**src/rtl/conv_window_fetch.sv**
```systemverilog
// 3x3 / stride-1 / pad-1 window scanner over a square feature map held in a registered-read SRAM.
// Emits the 9 tap words of every output position, with zero words for padded taps.
module conv_window_fetch #(
    parameter int DATA_W = 129,
    parameter int IMG_W  = 56,
    parameter int ADDR_W = 12
) (
    input  logic              clk,
    input  logic              rst,
    input  logic              start,
    output logic              busy,
    output logic              done,
    output logic [ADDR_W-1:0] sram_addr,
    input  logic [DATA_W-1:0] sram_dout,
    output logic              out_valid,
    input  logic              out_ready,
    output logic [DATA_W-1:0] out_data,
    output logic [3:0]        out_tap,
    output logic [5:0]        out_row,
    output logic [5:0]        out_col,
    output logic              out_last
);
    localparam int TAG_W = 4 + 6 + 6 + 1;
    localparam logic signed [6:0] IMG_S   = 7'(IMG_W);
    localparam logic [5:0]        LAST_RC = 6'(IMG_W - 1);

    typedef enum logic [1:0] {IDLE, FETCH, DRAIN} state_t;
    state_t state_reg, state_next;

    logic [5:0]        row_reg, col_reg;
    logic [1:0]        ky_reg, kx_reg;
    logic [ADDR_W-1:0] addr_reg;

    logic              inflight_reg, s1_zero_reg, s1_last_reg;
    logic [3:0]        s1_tap_reg;
    logic [5:0]        s1_row_reg, s1_col_reg;

    logic              wr_ptr_reg, rd_ptr_reg;
    logic [1:0]        count_reg;
    logic              done_reg;

    logic [1:0][DATA_W-1:0] fifo_data;
    logic [1:0][TAG_W-1:0]  fifo_tag;

    logic              pop, push, issue, tap_last, scan_last, drained, done_set;
    logic signed [6:0] ir, ic;
    logic              in_bounds;
    logic [ADDR_W-1:0] rd_addr;
    logic [2:0]        credit_used;

    // Input coordinate of the tap being considered this cycle.
    assign ir        = $signed({1'b0, row_reg}) + $signed({5'b0, ky_reg}) - 7'sd1;
    assign ic        = $signed({1'b0, col_reg}) + $signed({5'b0, kx_reg}) - 7'sd1;
    assign in_bounds = !ir[6] && (ir < IMG_S) && !ic[6] && (ic < IMG_S);
    assign rd_addr   = ADDR_W'(ir[5:0]) * ADDR_W'(IMG_W) + ADDR_W'(ic[5:0]);

    assign tap_last  = (ky_reg == 2'd2) && (kx_reg == 2'd2);
    assign scan_last = tap_last && (row_reg == LAST_RC) && (col_reg == LAST_RC);

    assign out_valid = (count_reg != 2'd0);
    assign pop       = out_valid && out_ready;
    assign push      = inflight_reg;

    // Every in-flight tap owns a FIFO slot, so issue only while a slot is guaranteed free.
    assign credit_used = {1'b0, count_reg} + {2'b0, inflight_reg};
    assign issue       = (state_reg == FETCH) && (credit_used < (3'd2 + {2'b0, pop}));
    assign drained     = !inflight_reg && ((count_reg == 2'd0) || ((count_reg == 2'd1) && pop));

    assign sram_addr = (issue && in_bounds) ? rd_addr : addr_reg;
    assign done      = done_reg;

    always_ff @(posedge clk) begin
        if (rst) begin
            state_reg <= IDLE;
        end else begin
            state_reg <= state_next;
        end
    end

    always_comb begin
        state_next = state_reg;
        unique case (state_reg)
            IDLE:    if (start) state_next = FETCH;
            FETCH:   if (issue && scan_last) state_next = DRAIN;
            DRAIN:   if (drained) state_next = IDLE;
            default: state_next = IDLE;
        endcase
    end

    always_comb begin
        busy     = (state_reg != IDLE);
        done_set = (state_reg == DRAIN) && drained;
    end

    always_ff @(posedge clk) begin
        if (rst) begin
            row_reg  <= '0;
            col_reg  <= '0;
            ky_reg   <= '0;
            kx_reg   <= '0;
            addr_reg <= '0;
            done_reg <= 1'b0;
        end else begin
            done_reg <= done_set;
            if (state_reg == IDLE && start) begin
                row_reg <= '0;
                col_reg <= '0;
                ky_reg  <= '0;
                kx_reg  <= '0;
            end else if (issue) begin
                if (in_bounds) addr_reg <= rd_addr;
                if (kx_reg != 2'd2) begin
                    kx_reg <= kx_reg + 2'd1;
                end else begin
                    kx_reg <= '0;
                    if (ky_reg != 2'd2) begin
                        ky_reg <= ky_reg + 2'd1;
                    end else begin
                        ky_reg <= '0;
                        if (col_reg != LAST_RC) begin
                            col_reg <= col_reg + 6'd1;
                        end else begin
                            col_reg <= '0;
                            row_reg <= (row_reg == LAST_RC) ? 6'd0 : row_reg + 6'd1;
                        end
                    end
                end
            end
        end
    end

    // Stage 1: tag travels alongside the SRAM read.
    always_ff @(posedge clk) begin
        if (rst) begin
            inflight_reg <= 1'b0;
            s1_zero_reg  <= 1'b0;
            s1_last_reg  <= 1'b0;
            s1_tap_reg   <= '0;
            s1_row_reg   <= '0;
            s1_col_reg   <= '0;
        end else begin
            inflight_reg <= issue;
            if (issue) begin
                s1_zero_reg <= !in_bounds;
                s1_last_reg <= scan_last;
                s1_tap_reg  <= 4'(ky_reg) * 4'd3 + 4'(kx_reg);
                s1_row_reg  <= row_reg;
                s1_col_reg  <= col_reg;
            end
        end
    end

    for (genvar gi = 0; gi < 2; gi++) begin : g_entry
        logic [DATA_W-1:0] data_reg;
        logic [TAG_W-1:0]  tag_reg;
        always_ff @(posedge clk) begin
            if (rst) begin
                data_reg <= '0;
                tag_reg  <= '0;
            end else if (push && (wr_ptr_reg == 1'(gi))) begin
                data_reg <= s1_zero_reg ? '0 : sram_dout;
                tag_reg  <= {s1_tap_reg, s1_row_reg, s1_col_reg, s1_last_reg};
            end
        end
        assign fifo_data[gi] = data_reg;
        assign fifo_tag[gi]  = tag_reg;
    end

    always_ff @(posedge clk) begin
        if (rst) begin
            wr_ptr_reg <= 1'b0;
            rd_ptr_reg <= 1'b0;
            count_reg  <= '0;
        end else begin
            if (push) wr_ptr_reg <= !wr_ptr_reg;
            if (pop)  rd_ptr_reg <= !rd_ptr_reg;
            unique case ({push, pop})
                2'b10:   count_reg <= count_reg + 2'd1;
                2'b01:   count_reg <= count_reg - 2'd1;
                default: ;
            endcase
        end
    end

    assign out_data = fifo_data[rd_ptr_reg];
    assign {out_tap, out_row, out_col, out_last} = fifo_tag[rd_ptr_reg];

endmodule

```
**config.mk**
```make
export PLATFORM = sky130hd
export DESIGN_NAME = conv_window_fetch
export DESIGN_NICKNAME = d
export VERILOG_FILES = /design/src/rtl/conv_window_fetch.sv
export SDC_FILE = /design/constraint.sdc
export NUM_CORES = 1
export LEC_CHECK = 0
export CAP_MARGIN = 40
export CORE_MARGIN = 2
export CORE_UTILIZATION = 53
export DETAILED_ROUTE_END_ITERATION = 12
export GPL_ROUTABILITY_DRIVEN = 0
export GPL_TIMING_DRIVEN = 1
export PLACE_DENSITY = 0.88
export SLEW_MARGIN = 10
export SYNTH_ARGS = -nofsm -noshare
export SYNTH_HDL_FRONTEND = slang
export SYNTH_SLANG_ARGS = --single-unit
```
**constraint.sdc**
```tcl
create_clock -name clk -period 7.35 [get_ports clk]
set_clock_uncertainty 0.2 [all_clocks]
set_input_delay 2.205 -clock clk [delete_from_list [all_inputs] [get_ports clk]]
set_output_delay 2.205 -clock clk [all_outputs]
set_load 0.01 [all_outputs]
```
==> flow_results.xml, run 1 <==
<?xml version="1.0" encoding="UTF-8"?>
<metrics>
  <group name="min_path">
    <metric name="hold_path_class" unit="">flip-flop to flip-flop</metric>
  </group>
  <group name="cts">
    <metric name="cts.reportedPaths.clkPinSlew" unit="ns">0.06</metric>
    <metric name="cts_root_buf" unit="">sky130_fd_sc_hd__clkbuf_16</metric>
    <metric name="cts_num_sinks" unit="">346</metric>
    <metric name="cts_buffers" unit="">37</metric>
    <metric name="cts_hold_buffers" unit="">0</metric>
    <metric name="clk_latency" unit="ns">0.52</metric>
    <metric name="tritoncts_clock_tree" unit="">done</metric>
    <metric name="cts-htree-levels" unit="">2</metric>
    <metric name="cts_buffer_depth" unit="">3</metric>
  </group>
  <group name="synthesis">
    <metric name="synth_top_cell_by_area" unit="">sky130_fd_sc_hd__dfxtp_1</metric>
    <metric name="synth_flop_cell" unit="">sky130_fd_sc_hd__dfxtp_1</metric>
    <metric name="synth-compound-area-share" unit="">0.126</metric>
    <metric name="synth.lib_cells_used.distinct" unit="">50</metric>
    <metric name="synth_async_sr_flop_share" unit="">0</metric>
    <metric name="postSynthAreaPerCell" unit="µm²">8.01</metric>
    <metric name="synth_xor_xnor_area_share" unit="">0.0164</metric>
    <metric name="yosysWarnings" unit="">0</metric>
    <metric name="synth.mux.area_fraction" unit="">0.106</metric>
    <metric name="synth_edf_count" unit="">0</metric>
    <metric name="ys_top_cells_by_area" unit="">sky130_fd_sc_hd__dfxtp_1, sky130_fd_sc_hd__nand2_1, sky130_fd_sc_hd__a21oi_1</metric>
    <metric name="synth-seq-area-share" unit="">0.434</metric>
    <metric name="syn-cell-area" unit="µm²">16000</metric>
    <metric name="postSynthNetCount" unit="">2182</metric>
    <metric name="synth-seq-cells" unit="">346</metric>
    <metric name="synth_top_family_by_area" unit="">simple AND/OR/NAND/NOR gates</metric>
    <metric name="netlist_instances" unit="">1995</metric>
    <metric name="synth.top_cell.area_share" unit="">0.434</metric>
    <metric name="synth_simple_gate_area_frac" unit="">0.228</metric>
    <metric name="area_share_of_fa_ha_maj_cells_after_synthesis" unit="">0.0465</metric>
  </group>
  <group name="timing">
    <metric name="final_min_period_over_clock_period" unit="">0.985</metric>
    <metric name="setup-tns-final" unit="ns">0</metric>
    <metric name="fin_crit" unit="ns">7.24</metric>
    <metric name="final_slew_violations" unit="">0</metric>
    <metric name="setup_viol" unit="">0</metric>
    <metric name="max_slew.worst_pin.slew" unit="ns">0.864</metric>
    <metric name="max_slew_margin" unit="">0.424</metric>
    <metric name="finalHoldViolCount" unit="">0</metric>
    <metric name="setup_ws" unit="ns">0.111</metric>
    <metric name="worst_hold_slack" unit="ns">0.248</metric>
    <metric name="max_freq" unit="MHz">138</metric>
  </group>
  <group name="pwr">
    <metric name="power_density" unit="nW/µm²">240</metric>
    <metric name="power.ir.vdd_worst" unit="V">0.000285</metric>
    <metric name="power.static_leakage" unit="nW">7.52</metric>
  </group>
  <group name="drt">
    <metric name="post_drt_wl_per_cell" unit="µm">17.1</metric>
    <metric name="detailroute.via_count" unit="">14600</metric>
    <metric name="detail_route.drc_violations" unit="">0</metric>
    <metric name="drt.antenna.violating_nets" unit="">0</metric>
    <metric name="route.detailed.vias_per_inst" unit="">5.55</metric>
    <metric name="first_pass_iters" unit="">5</metric>
    <metric name="starting_drt_drc_count" unit="">913</metric>
    <metric name="routed_wirelength" unit="µm">45100</metric>
  </group>
  <group name="setup_path">
    <metric name="crit_path_top_delay_cell" unit="">sky130_fd_sc_hd__or4_4</metric>
    <metric name="worst_path_largest_cell_delay" unit="ns">0.55</metric>
    <metric name="critical_path.endpoint_type" unit="">primary output</metric>
    <metric name="critPathRequiredTime" unit="ns">4.95</metric>
    <metric name="critPathTopFamily" unit="">buffers and inverters</metric>
    <metric name="crit_chain" unit="">clkdlybuf4s50_1, nor3b_1, o21ai_1, a211oi_2, buf_4, o211ai_2, or4_4, nand2_1, clkdlybuf4s50_1</metric>
    <metric name="worstPathMaxFanout" unit="">3</metric>
    <metric name="arrival" unit="ns">4.83</metric>
    <metric name="timing.critical_path.buf_inv" unit="">3</metric>
    <metric name="worstSetupPathType" unit="">primary input to primary output</metric>
    <metric name="critPathMostFrequentCell" unit="">sky130_fd_sc_hd__clkdlybuf4s50_1</metric>
    <metric name="worstSetupStartpointType" unit="">primary input</metric>
  </group>
  <group name="grt">
    <metric name="first_pass_grt_wire_length" unit="µm">70200</metric>
    <metric name="globalRouteOverflowTotal" unit="">0</metric>
    <metric name="grtUsageTotal" unit="">0.272</metric>
    <metric name="largest_net_degree_at_the_start_of_global_routing" unit="">139</metric>
    <metric name="vias_in_the_first_global_route" unit="">14700</metric>
    <metric name="grt_antenna_before_repair" unit="">2</metric>
  </group>
  <group name="flow_run">
    <metric name="cap_violations" unit="">0</metric>
  </group>
  <group name="die">
    <metric name="initial_utilization" unit="">0.539</metric>
    <metric name="core_area" unit="µm²">29600</metric>
    <metric name="io_pins" unit="">294</metric>
    <metric name="dieArea" unit="µm²">31500</metric>
    <metric name="die_w" unit="µm">178</metric>
    <metric name="rows" unit="">63</metric>
    <metric name="die_y" unit="µm">178</metric>
  </group>
  <group name="placed_design">
    <metric name="place.port_buffers" unit="">293</metric>
    <metric name="dp.final_hpwl" unit="µm">27900</metric>
    <metric name="pre_cts_ws" unit="ns">0.0217</metric>
  </group>
  <group name="final_layout">
    <metric name="areaGrowthSynthToFinish" unit="%">29.0</metric>
    <metric name="post_route_cells_drive_above_1_share" unit="">0.120</metric>
    <metric name="number_of_flip_flops_under_the_largest_register_name" unit="">258</metric>
    <metric name="nets" unit="">2398</metric>
  </group>
  <group name="run_status">
    <metric name="outcome" unit="">completed</metric>
  </group>
</metrics>
## tightest hold or removal path, cell delays in order (launching register included)
cell and delay (ns):
sky130_fd_sc_hd__dfxtp_1 0.30, sky130_fd_sc_hd__nand2_1 0.05, sky130_fd_sc_hd__a21oi_1 0.05
## cells by family after synthesis
| group | Yosys count |
|---|---|
| AND/OR/NAND/NOR | 853 |
| AO/OA/AOI/OAI | 378 |
| flip-flops | 346 |
| buffers and inverters | 184 |
| multiplexers | 150 |
| adder cells (fa/ha/maj) | 54 |
| XOR/XNOR | 30 |
## per-stage QoR
step	instances	utilization	total power [W]	instance area, µm²
after CTS	2625	0.691	0.00496	20500
after global placement	2551	0.641	0.00302	19000
after detailed placement	2558	0.647	0.00307	19200
after floorplan	1995	-	0.00267	16000
after global routing	2628	0.695	0.00513	20600
final	2629	0.695	0.00494	20600
## layer usage
layer,routed length (µm),track usage,vias to the layer above
met4,1560,0.104,2
met2,22200,0.487,544
met1,17700,0.314,6969
met3,3610,0.0589,120
li1,-,-,6958
met5,16,0,-
## cell usage in the layout (no fill, tap or decap), types with 9 or more instances in the layout
cell	synthesis	layout
sky130_fd_sc_hd__a21oi_1	330	329
sky130_fd_sc_hd__buf_4	0	15
sky130_fd_sc_hd__dfxtp_1	346	342
sky130_fd_sc_hd__xor2_1	12	9
sky130_fd_sc_hd__nor3_1	12	9
sky130_fd_sc_hd__ha_1	45	42
sky130_fd_sc_hd__mux2_2	146	146
sky130_fd_sc_hd__nand2_1	629	628
sky130_fd_sc_hd__nor2b_1	135	134
sky130_fd_sc_hd__nand3_1	10	10
sky130_fd_sc_hd__clkbuf_16	0	37
sky130_fd_sc_hd__clkdlybuf4s50_1	0	288
sky130_fd_sc_hd__inv_1	45	44
sky130_fd_sc_hd__xnor2_1	18	18
sky130_fd_sc_hd__nor2_1	42	39
## final timing paths
| kind | depth (start not counted) | start | slack [ns] | to |
|---|---|---|---|---|
| worst max-delay path | 9 | out_ready | 0.11 | sram_addr[7] |
| worst min-delay path | 2 | g_entry[1].data_reg[31]$_SDFFE_PP0P_ | 0.25 | g_entry[1].data_reg[31]$_SDFFE_PP0P_ |
| worst max register to register | 16 | ky_reg[1]$_SDFFE_PP0P_ | 3.04 | addr_reg[10]$_SDFFE_PP0P_ |
| worst min register to register | 2 | g_entry[1].data_reg[31]$_SDFFE_PP0P_ | 0.25 | g_entry[1].data_reg[31]$_SDFFE_PP0P_ |
## report_power, final
group / switching, W / internal [W]
Clock: 0.000758 / 0.00114
Sequential: 0.0000770 / 0.00196
Combinational: 0.000551 / 0.000464
Total: 0.00139 / 0.00355
## repair_timing
item	4_1_cts	5_1_grt
endpoints found under the setup margin	5	5
gates resized for setup	12	22
setup buffers	1	2
pin swaps	2	9
## Yosys cell counts (10+ instances only)
master                     instances
sky130_fd_sc_hd__clkbuf_1        123
sky130_fd_sc_hd__nor2b_1         135
sky130_fd_sc_hd__nor3_1           12
sky130_fd_sc_hd__mux2_2          146
sky130_fd_sc_hd__ha_1             45
sky130_fd_sc_hd__nand2_1         629
sky130_fd_sc_hd__buf_1            14
sky130_fd_sc_hd__xnor2_1          18
sky130_fd_sc_hd__xor2_1           12
sky130_fd_sc_hd__dfxtp_1         346
sky130_fd_sc_hd__nor2_1           42
sky130_fd_sc_hd__inv_1            45
sky130_fd_sc_hd__a21oi_1         330
sky130_fd_sc_hd__nand3_1          10
## area by class of cell
type                            count  area, µm²
Clock inverter                     16        213
Inverter                           45        169
Antenna cell                        1       2.50
Sequential cell                   346       6940
Clock buffer                       50       1030
Tap cell                          390        488
Multi-Input combinational cell   1465       8520
Fill cell                        2187       9040
Timing Repair Buffer              316       3240
(Power assumes the default switching activity.)
==> run 2: changes to the inputs <==
- CORE_ASPECT_RATIO: unset -> 1.5
==> run 2 against run 1 <==
Effect of this change: core utilization down 0.14 points; global-route usage rose by 0.85 points; flip-flop and latch count is the same; fmax shrank 0.43%; power decreased by 0.41%; hold slack improved by 0.0023 ns; register-to-register slack worse by 0.12 ns; count of clock-buffer cells in the layout down 2; cell count fell by 0.11%; die area barely moved.
==> flow_results.xml, run 2 (synthesis gave the netlist of run 1 again) <==
<?xml version="1.0" encoding="UTF-8"?>
<metrics>
  <group name="final_layout">
    <metric name="stdcell_area" unit="µm²">20500</metric>
    <metric name="seqCellArea" unit="µm²">6940</metric>
    <metric name="fillerInstances" unit="">2209</metric>
    <metric name="number_of_flip_flops_under_the_largest_register_name" unit="">258</metric>
    <metric name="multi_input_comb_area" unit="µm²">8500</metric>
    <metric name="nets" unit="">2395</metric>
    <metric name="areaGrowthSynthToFinish" unit="%">28.5</metric>
    <metric name="post_route_cells_drive_above_1_share" unit="">0.116</metric>
    <metric name="layout_commonest_cell" unit="">sky130_fd_sc_hd__nand2_1</metric>
    <metric name="highest_count_cells_in_the_layout_ignoring_fill_and_taps" unit="">sky130_fd_sc_hd__nand2_1, sky130_fd_sc_hd__dfxtp_1, sky130_fd_sc_hd__a21oi_1, sky130_fd_sc_hd__clkdlybuf4s50_1, sky130_fd_sc_hd__mux2_2</metric>
  </group>
  <group name="drt">
    <metric name="detail_route.drc_violations" unit="">0</metric>
    <metric name="drt.antenna.violating_nets" unit="">0</metric>
    <metric name="starting_drt_drc_count" unit="">814</metric>
    <metric name="post_drt_wl_per_cell" unit="µm">17.6</metric>
    <metric name="detailroute.via_count" unit="">14600</metric>
    <metric name="route.detailed.vias_per_inst" unit="">5.57</metric>
    <metric name="first_pass_iters" unit="">6</metric>
    <metric name="routed_wirelength" unit="µm">46200</metric>
  </group>
  <group name="setup_path">
    <metric name="critical_path.endpoint_type" unit="">primary output</metric>
    <metric name="setup_slack_of_the_worst_register_to_register_path" unit="ns">2.92</metric>
    <metric name="arrival" unit="ns">4.87</metric>
    <metric name="worstPathMaxFanout" unit="">5</metric>
    <metric name="worstSetupPathType" unit="">flip-flop to primary output</metric>
    <metric name="critPathRequiredTime" unit="ns">4.95</metric>
    <metric name="worstSetupStartpointType" unit="">flip-flop</metric>
  </group>
  <group name="cts">
    <metric name="clk_latency" unit="ns">0.52</metric>
    <metric name="cts_num_sinks" unit="">346</metric>
    <metric name="cts_root_buf" unit="">sky130_fd_sc_hd__clkbuf_16</metric>
    <metric name="cts_buffers" unit="">34</metric>
    <metric name="cts-htree-levels" unit="">2</metric>
    <metric name="cts_buffer_depth" unit="">3</metric>
    <metric name="tritoncts_clock_tree" unit="">done</metric>
    <metric name="cts.reportedPaths.clkPinSlew" unit="ns">0.06</metric>
  </group>
  <group name="grt">
    <metric name="grtUsageTotal" unit="">0.280</metric>
    <metric name="largest_net_degree_at_the_start_of_global_routing" unit="">166</metric>
    <metric name="globalRouteOverflowTotal" unit="">0</metric>
    <metric name="first_pass_grt_wire_length" unit="µm">73100</metric>
    <metric name="grt_antenna_before_repair" unit="">3</metric>
    <metric name="vias_in_the_first_global_route" unit="">14900</metric>
  </group>
  <group name="timing">
    <metric name="setup-tns-final" unit="ns">0</metric>
    <metric name="fin_crit" unit="ns">7.27</metric>
    <metric name="final_min_period_over_clock_period" unit="">0.989</metric>
    <metric name="setup_viol" unit="">0</metric>
    <metric name="max_slew.worst_pin.slew" unit="ns">1.07</metric>
    <metric name="grt_setup_unrepaired" unit="">yes</metric>
    <metric name="max_freq" unit="MHz">138</metric>
    <metric name="final_slew_violations" unit="">0</metric>
    <metric name="finalHoldViolCount" unit="">0</metric>
    <metric name="max_slew_margin" unit="">0.287</metric>
  </group>
  <group name="die">
    <metric name="io_pins" unit="">294</metric>
    <metric name="dieArea" unit="µm²">31600</metric>
    <metric name="die_w" unit="µm">146</metric>
    <metric name="initial_utilization" unit="">0.540</metric>
    <metric name="die_y" unit="µm">217</metric>
    <metric name="core_area" unit="µm²">29600</metric>
    <metric name="rows" unit="">77</metric>
  </group>
  <group name="placed_design">
    <metric name="dp.final_hpwl" unit="µm">30000</metric>
    <metric name="place.port_buffers" unit="">293</metric>
    <metric name="dpl_cell_area" unit="µm²">19200</metric>
  </group>
  <group name="pwr">
    <metric name="power.static_leakage" unit="nW">7.45</metric>
    <metric name="p_total" unit="W">0.00492</metric>
    <metric name="power.ir.vdd_worst" unit="V">0.000299</metric>
    <metric name="power_density" unit="nW/µm²">240</metric>
  </group>
  <group name="run_status">
    <metric name="outcome" unit="">completed</metric>
  </group>
  <group name="flow_run">
    <metric name="cap_violations" unit="">0</metric>
  </group>
  <group name="min_path">
    <metric name="hold_path_class" unit="">flip-flop to flip-flop</metric>
  </group>
</metrics>
run 2: path summary, 6_finish.rpt:
check                                            from                                  end  cells after the start
setup / recovery               ky_reg[1]$_SDFFE_PP0P_                        sram_addr[11]                     19
hold / removal    g_entry[0].tag_reg[16]$_SDFFE_PP0P_  g_entry[0].tag_reg[16]$_SDFFE_PP0P_                      2
setup reg to reg               ky_reg[1]$_SDFFE_PP0P_            addr_reg[11]$_SDFFE_PP0P_                     19
hold reg to reg   g_entry[0].tag_reg[16]$_SDFFE_PP0P_  g_entry[0].tag_reg[16]$_SDFFE_PP0P_                      2
run 2: timing repair:
action	in CTS	in global routing
hold buffers	0	0
pin swaps	3	6
setup endpoints to repair	5	5
setup buffers	1	4
resized for setup	16	12
run 2: power by group:
part           total, W  switching [W]  leakage [nW]  internal, W
Combinational  0.000980       0.000522          4.06     0.000458
Clock           0.00188       0.000722         0.586      0.00115
Sequential      0.00207       0.000111          2.80      0.00195
run 2: layer usage:
metal / global-route usage / wire, µm
met5: 0 / 28
met4: 0.166 / 2860
met3: 0.0520 / 2930
met2: 0.505 / 23300
met1: 0.304 / 17100
run 2: cell type report:
cell class,count,area share
sequential,346,0.338
tap,395,0.0241
clock buffer,48,0.0485
inverter,45,0.00823
antenna,1,0.000122
multi-input combinational,1465,0.414
timing repair buffer,316,0.157
clock inverter,10,0.0101
run 2: stage by stage:
| step | cells | setup slack, ns | hold WS (ns) | util |
|---|---|---|---|---|
| 2_1_floorplan | 1995 | 0.814 | 0.233 | - |
| 6_report | 2626 | 0.0799 | 0.250 | 0.694 |
| 3_5_place_dp | 2562 | -0.0961 | 0.243 | 0.648 |
| 5_1_grt | 2626 | -0.122 | 0.270 | 0.694 |
| 4_1_cts | 2621 | 0.00326 | 0.252 | 0.691 |
| 3_3_place_gp | 2557 | 0.110 | 0.238 | 0.644 |
run 2: worst max-delay path, cell delays in order (launching register included):
cell	delay [ns]
sky130_fd_sc_hd__dfxtp_4	0.37
sky130_fd_sc_hd__inv_2	0.07
sky130_fd_sc_hd__ha_1	0.27
sky130_fd_sc_hd__inv_1	0.04
sky130_fd_sc_hd__ha_2	0.20
sky130_fd_sc_hd__fa_2	0.42
sky130_fd_sc_hd__a21o_1	0.20
sky130_fd_sc_hd__a21o_1	0.19
sky130_fd_sc_hd__xor2_2	0.18
sky130_fd_sc_hd__inv_1	0.07
sky130_fd_sc_hd__fa_1	0.49
sky130_fd_sc_hd__inv_1	0.07
sky130_fd_sc_hd__ha_4	0.26
sky130_fd_sc_hd__o21ai_2	0.09
sky130_fd_sc_hd__nor2_2	0.08
sky130_fd_sc_hd__o311ai_2	0.34
sky130_fd_sc_hd__nand4_1	0.20
sky130_fd_sc_hd__xor2_2	0.23
sky130_fd_sc_hd__mux2_1	0.31
sky130_fd_sc_hd__dlygate4sd2_1	0.29
